### src/rtl/edge_event_scheduler_pkg.sv
// rtl/edge_event_scheduler_pkg.sv - shared types and constants for the edge event scheduler
//
// Purpose: FSM state encoding and default source count shared by the
//          scheduler top and its round-robin arbiter.
// Ports:   none (package).
package edge_sched_pkg;

  localparam int DEFAULT_NUM_SRC = 32;

  typedef enum logic {
    IDLE    = 1'b0,
    PRESENT = 1'b1
  } state_e;

endpackage

### src/rtl/edge_event_scheduler_rr_arbiter.sv
// rtl/edge_event_scheduler_rr_arbiter.sv - combinational round-robin grant
//
// Purpose: picks the lowest requesting index at or above ptr_i, wrapping
//          back to index 0 when nothing at or above ptr_i is requesting.
// Ports:   req_i       - request vector, one bit per source
//          ptr_i       - round-robin start index
//          gnt_valid_o - at least one request is set
//          gnt_id_o    - granted index (0 when gnt_valid_o is low)
module rr_arbiter
  import edge_sched_pkg::*;
#(
  parameter int NUM_SRC = DEFAULT_NUM_SRC,
  parameter int ID_W    = $clog2(NUM_SRC)
) (
  input  logic [NUM_SRC-1:0] req_i,
  input  logic [ID_W-1:0]    ptr_i,
  output logic               gnt_valid_o,
  output logic [ID_W-1:0]    gnt_id_o
);

  int               pos;
  logic [ID_W-1:0]  idx;

  // Scan NUM_SRC slots starting at ptr_i; the first hit in scan order wins,
  // which gives "lowest index >= ptr, then wrap to 0".
  always_comb begin
    gnt_valid_o = 1'b0;
    gnt_id_o    = '0;
    pos         = 0;
    idx         = '0;
    for (int k = 0; k < NUM_SRC; k++) begin
      pos = int'(ptr_i) + k;
      if (pos >= NUM_SRC) begin
        pos = pos - NUM_SRC;
      end
      idx = ID_W'(pos);
      if (!gnt_valid_o && req_i[idx]) begin
        gnt_valid_o = 1'b1;
        gnt_id_o    = idx;
      end
    end
  end

endmodule

### src/rtl/edge_event_scheduler.sv
// rtl/edge_event_scheduler.sv - falling-edge capture with round-robin event presentation
//
// Purpose: captures falling edges on NUM_SRC lines into a pending vector,
//          presents one pending, unmasked line at a time with a valid/ready
//          handshake, and flags edges that hit an already-pending line.
// Ports:   clk, reset     - clock, asynchronous active-high reset
//          data_i         - monitored lines
//          mask_i         - per-line arbitration enable
//          clr_ovf_i      - clears overflow_o
//          evt_ready_i    - consumer accepts the presented event
//          evt_valid_o    - event presented
//          evt_id_o       - index of presented line
//          pending_o      - pending-edge vector
//          overflow_o     - sticky overflow flag
module edge_event_scheduler
  import edge_sched_pkg::*;
#(
  parameter int NUM_SRC = DEFAULT_NUM_SRC,
  parameter int ID_W    = $clog2(NUM_SRC)
) (
  input  logic               clk,
  input  logic               reset,
  input  logic [NUM_SRC-1:0] data_i,
  input  logic [NUM_SRC-1:0] mask_i,
  input  logic               clr_ovf_i,
  input  logic               evt_ready_i,
  output logic               evt_valid_o,
  output logic [ID_W-1:0]    evt_id_o,
  output logic [NUM_SRC-1:0] pending_o,
  output logic               overflow_o
);

  logic [NUM_SRC-1:0] data_q;
  logic [NUM_SRC-1:0] pending_q, pending_d;
  logic [NUM_SRC-1:0] edge_det;
  logic [NUM_SRC-1:0] hs_clr;
  logic [NUM_SRC-1:0] req;
  logic               overflow_q, overflow_d;
  logic [ID_W-1:0]    evt_id_q, evt_id_d;
  logic [ID_W-1:0]    rr_ptr_q, rr_ptr_d;
  logic               gnt_valid;
  logic [ID_W-1:0]    gnt_id;
  logic               handshake;
  state_e             state_q, state_d;

  assign edge_det  = data_q & ~data_i;
  assign handshake = (state_q == PRESENT) && evt_ready_i;
  assign hs_clr    = handshake ? (NUM_SRC'(1) << evt_id_q) : '0;

  // Clear first, then OR in new edges so a same-cycle edge keeps the line pending.
  assign pending_d = (pending_q & ~hs_clr) | edge_det;

  // New overflow is ORed after the clear so it wins over clr_ovf_i.
  assign overflow_d = (|(edge_det & pending_q)) | (overflow_q & ~clr_ovf_i);

  // Arbitrate on registered pending only; mask never affects capture.
  assign req = pending_q & mask_i;

  rr_arbiter #(
    .NUM_SRC (NUM_SRC),
    .ID_W    (ID_W)
  ) u_rr_arbiter (
    .req_i       (req),
    .ptr_i       (rr_ptr_q),
    .gnt_valid_o (gnt_valid),
    .gnt_id_o    (gnt_id)
  );

  always_ff @(posedge clk or posedge reset) begin
    if (reset) begin
      data_q     <= '0;
      pending_q  <= '0;
      overflow_q <= 1'b0;
      evt_id_q   <= '0;
      rr_ptr_q   <= '0;
    end else begin
      data_q     <= data_i;
      pending_q  <= pending_d;
      overflow_q <= overflow_d;
      evt_id_q   <= evt_id_d;
      rr_ptr_q   <= rr_ptr_d;
    end
  end

  // FSM state register
  always_ff @(posedge clk or posedge reset) begin
    if (reset) begin
      state_q <= IDLE;
    end else begin
      state_q <= state_d;
    end
  end

  // FSM next state
  always_comb begin
    state_d = state_q;
    case (state_q)
      IDLE:    if (gnt_valid) state_d = PRESENT;
      PRESENT: if (evt_ready_i) state_d = IDLE;
      default: state_d = IDLE;
    endcase
  end

  // FSM outputs and per-event register updates. The id is only loaded when
  // leaving IDLE, so nothing can disturb it while the event is presented.
  always_comb begin
    evt_valid_o = (state_q == PRESENT);
    evt_id_d    = evt_id_q;
    rr_ptr_d    = rr_ptr_q;
    if (state_q == IDLE && gnt_valid) begin
      evt_id_d = gnt_id;
    end
    if (handshake) begin
      rr_ptr_d = (evt_id_q == ID_W'(NUM_SRC - 1)) ? '0 : evt_id_q + ID_W'(1);
    end
  end

  assign evt_id_o   = evt_id_q;
  assign pending_o  = pending_q;
  assign overflow_o = overflow_q;

endmodule
### config.mk
export PLATFORM = sky130hd
export DESIGN_NAME = edge_event_scheduler
export DESIGN_NICKNAME = d
export VERILOG_FILES = /design/src/rtl/edge_event_scheduler_pkg.sv /design/src/rtl/edge_event_scheduler_rr_arbiter.sv /design/src/rtl/edge_event_scheduler.sv
export SDC_FILE = /design/constraint.sdc
export NUM_CORES = 1
export LEC_CHECK = 0
export BUFFER_PORTS_ARGS = -buffer_cell sky130_fd_sc_hd__buf_2
export CORE_MARGIN = 5
export CORE_UTILIZATION = 61
export CTS_CLUSTER_SIZE = 24
export DETAILED_ROUTE_END_ITERATION = 10
export GPL_TIMING_DRIVEN = 0
export PLACE_DENSITY = 0.91
export SLEW_MARGIN = 20
export SYNTH_ARGS = -nofsm -noshare
export SYNTH_HDL_FRONTEND = slang
export SYNTH_SLANG_ARGS = --single-unit
### constraint.sdc
create_clock -name clk -period 6.35 [get_ports clk]
set_clock_uncertainty 0.15 [all_clocks]
set_input_delay 1.27 -clock clk [delete_from_list [all_inputs] [get_ports clk]]
set_output_delay 1.27 -clock clk [all_outputs]
set_load 0.01 [all_outputs]
==> reports/metrics.yaml <==
report.final.setup_viol: 0
n_fill_cell: 1172
fp-row-count: 44
cts.clk_slew.worst_paths_ns: 0.05
cp_endpoint_kind: "flip-flop"
finalCoreUtilization: 0.695
fraction_of_synthesized_cell_area_taken_by_the_top_area_cell_type: 0.213
worst_skew_pair.late_latency_ns: 0.33
layout_commonest_cell: "buf_2"
grt_util_met2: 0.683
grt_antenna_before_repair: 1
timing.hold.worst.class: "flip-flop to flip-flop"
timing_hold_violations_final: 0
max_clock_freq_ghz: 0.159
worst-endpoint-arrival_ns: 6.37
run_status: "completed"
cts.sink_count: 76
cts_made_buffers: 9
grt_pass1_vias: 10200
maxSlewHeadroom: 0.151
async_flop_share: 1.00
setup.worst_path.start_class: "flip-flop"
ys_ff_latch: 76
postSynthAreaPerCell_um2: 8.31
netlist_instances: 1075
floorplan.initialDensity: 0.619
h-tree-depth: 3
grt_util_met3: 0.154
critPathKind: "flip-flop to flip-flop"
grt_start_max_net_pins: 62
globalRouteOverflowTotal: 0
finalWirelength_um: 38600
synthDistinctLibCells: 78
yosys_warnings: 0
ctsRootBufferMaster: "clkbuf_16"
final_layout_size_suffix_gt1_frac: 0.208
design.core.area_um2: 14400
drc: 0
fp.dieH_um: 131
drtIter0Drc: 1973
required_ns: 6.44
synth_nets: 1162
synth.yosys.seq_area_share: 0.213
groute.layer.met1.usage: 0.564
tritoncts_clock_tree: "yes"
rsz0062_at_grt: "no"
dr.pass1.iters: 9
pin_count: 107
timing_max_transition_violations_final: 0
globalRouteTotalUtil: 0.458
post_drt_via_cell_ratio: 7.85
ant_nets: 0
drt-wirelength-per-cell_um: 27.9
busiest_layer: "met2"
clockBufferDepth: 2
cap_viol_max_count: 0
ctsHoldBuffers: 0
post_syn_area_um2: 8930
chipWidth_um: 131
synthToLayoutAreaGrowth_pct: 12.2
fin_crit_sh: 0.989
synth_top_cells_by_area: "dfrtp_1, mux4_2, o21ai_0"
place_hpwl_um: 29300
yosysTopAreaCell: "dfrtp_1"
place.port_buffers: 106
grt_first_pass_wirelength_um: 59100
dieArea_um2: 17200
crit_path_max_fanout: 10
postSynth.topFlopCell: "dfrtp_1"
final_net_count: 1280
synth_enable_flop_cells: 0
timing.final.crit_period_ns: 6.28
mostFrequentLayoutCells: "buf_2, o21ai_0, nand2_1"
vias: 10900
globalplace.congestion: 1.12
transition_at_the_pin_with_the_smallest_max_transition_slack_ns: 1.27
==> through the flow <==
stage | TNS, ns | hold slack [ns] | instances | instance area, µm² | setup slack [ns]
after floorplan | 0 | 0.358 | 1075 | 8930 | 1.44
after global placement | -0.109 | 0.352 | 1365 | 9690 | -0.0648
after detailed placement | -0.423 | 0.353 | 1366 | 9720 | -0.150
after CTS | 0 | 0.382 | 1381 | 10000 | 0.153
after global routing | 0 | 0.408 | 1382 | 10000 | 0.00159
final | 0 | 0.383 | 1382 | 10000 | 0.0673
==> state kept, by name, indices dropped and copies added, names as in the netlist <==
signal	count
data_q	32
pending_o	32
evt_id_o	5
rr_ptr_q	5
evt_valid_o	1
overflow_o	1
==> critical path: stages, from the launching register on <==
cell and delay, ns:
dfrtp_1 0.45, buf_4 0.22, buf_4 0.23, buf_4 0.21
buf_4 0.24, inv_1 0.11, ha_1 0.20, buf_2 0.22
xor2_2 0.41, buf_4 0.28, nand4_1 0.12, nand4_1 0.32
mux4_2 0.45, nor3b_4 0.44, or4b_1 0.62, nor4_2 0.78
o2bb2ai_1 0.19, nor4_1 0.08, nand4_1 0.14, a31oi_1 0.13
o21ai_1 0.18
==> worst paths after layout <==
path	start	end	slack, ns	depth (start not counted)
max in group asynchronous	reset	evt_id_o[2]$_DFFE_PP0P_	4.78	3
min in group asynchronous	reset	pending_o[14]$_DFF_PP0_	0.71	2
worst min-delay path	data_q[7]$_DFF_PP0_	pending_o[7]$_DFF_PP0_	0.38	2
worst min register to register	data_q[7]$_DFF_PP0_	pending_o[7]$_DFF_PP0_	0.38	2
worst max register to register	rr_ptr_q[0]$_DFFE_PP0P_	evt_id_o[3]$_DFFE_PP0P_	0.07	20
worst max-delay path	rr_ptr_q[0]$_DFFE_PP0P_	evt_id_o[3]$_DFFE_PP0P_	0.07	20
==> per-layer routing <==
| metal | wire, µm | vias up |
|---|---|---|
| met5 | 0 | - |
| met4 | 3620 | 0 |
| met3 | 6290 | 326 |
| met2 | 16100 | 1154 |
| met1 | 12600 | 4926 |
| li1 | - | 4446 |
==> logic make-up after synthesis <==
kind of cell,count (synthesis),synth area share
xor+xnor,28,0.0291
flops,76,0.213
simple gates,464,0.302
compound gates,282,0.203
fa+ha+maj,19,0.0266
buf+inv,113,0.0591
mux,93,0.167
==> cell type report <==
cell class	instances	area [µm²]	share of cell area
Multi-Input combinational cell	886	6530	0.651
Sequential cell	76	1900	0.190
Timing Repair Buffer	107	558	0.0557
Buffer	58	324	0.0323
Clock buffer	11	243	0.0242
Tap cell	184	230	0.0230
Inverter	55	209	0.0208
Clock inverter	4	26.3	0.00262
Antenna cell	1	2.50	0.000250
==> synthesized netlist by cell type, types with 17 or more instances <==
master    count
inv_1        51
mux4_2       44
nand4b_1     17
ha_1         19
o21a_1       19
nand3_1      53
mux2i_1      38
nand3b_1     44
xnor2_1      23
clkbuf_1     19
buf_2        20
dfrtp_1      76
a21oi_1      43
nand4_1      75
nor3_1       20
nand2_1      93
nor2_1       57
o21ai_0     101
==> timing repair <==
action | CTS | global route
buffers inserted | 0 | 0
resized for setup | 1 | 6
setup endpoints to repair | 4 | 5
Power is not shown: default switching activity piles up to over one toggle a cycle in this logic, so the estimate is an artifact.
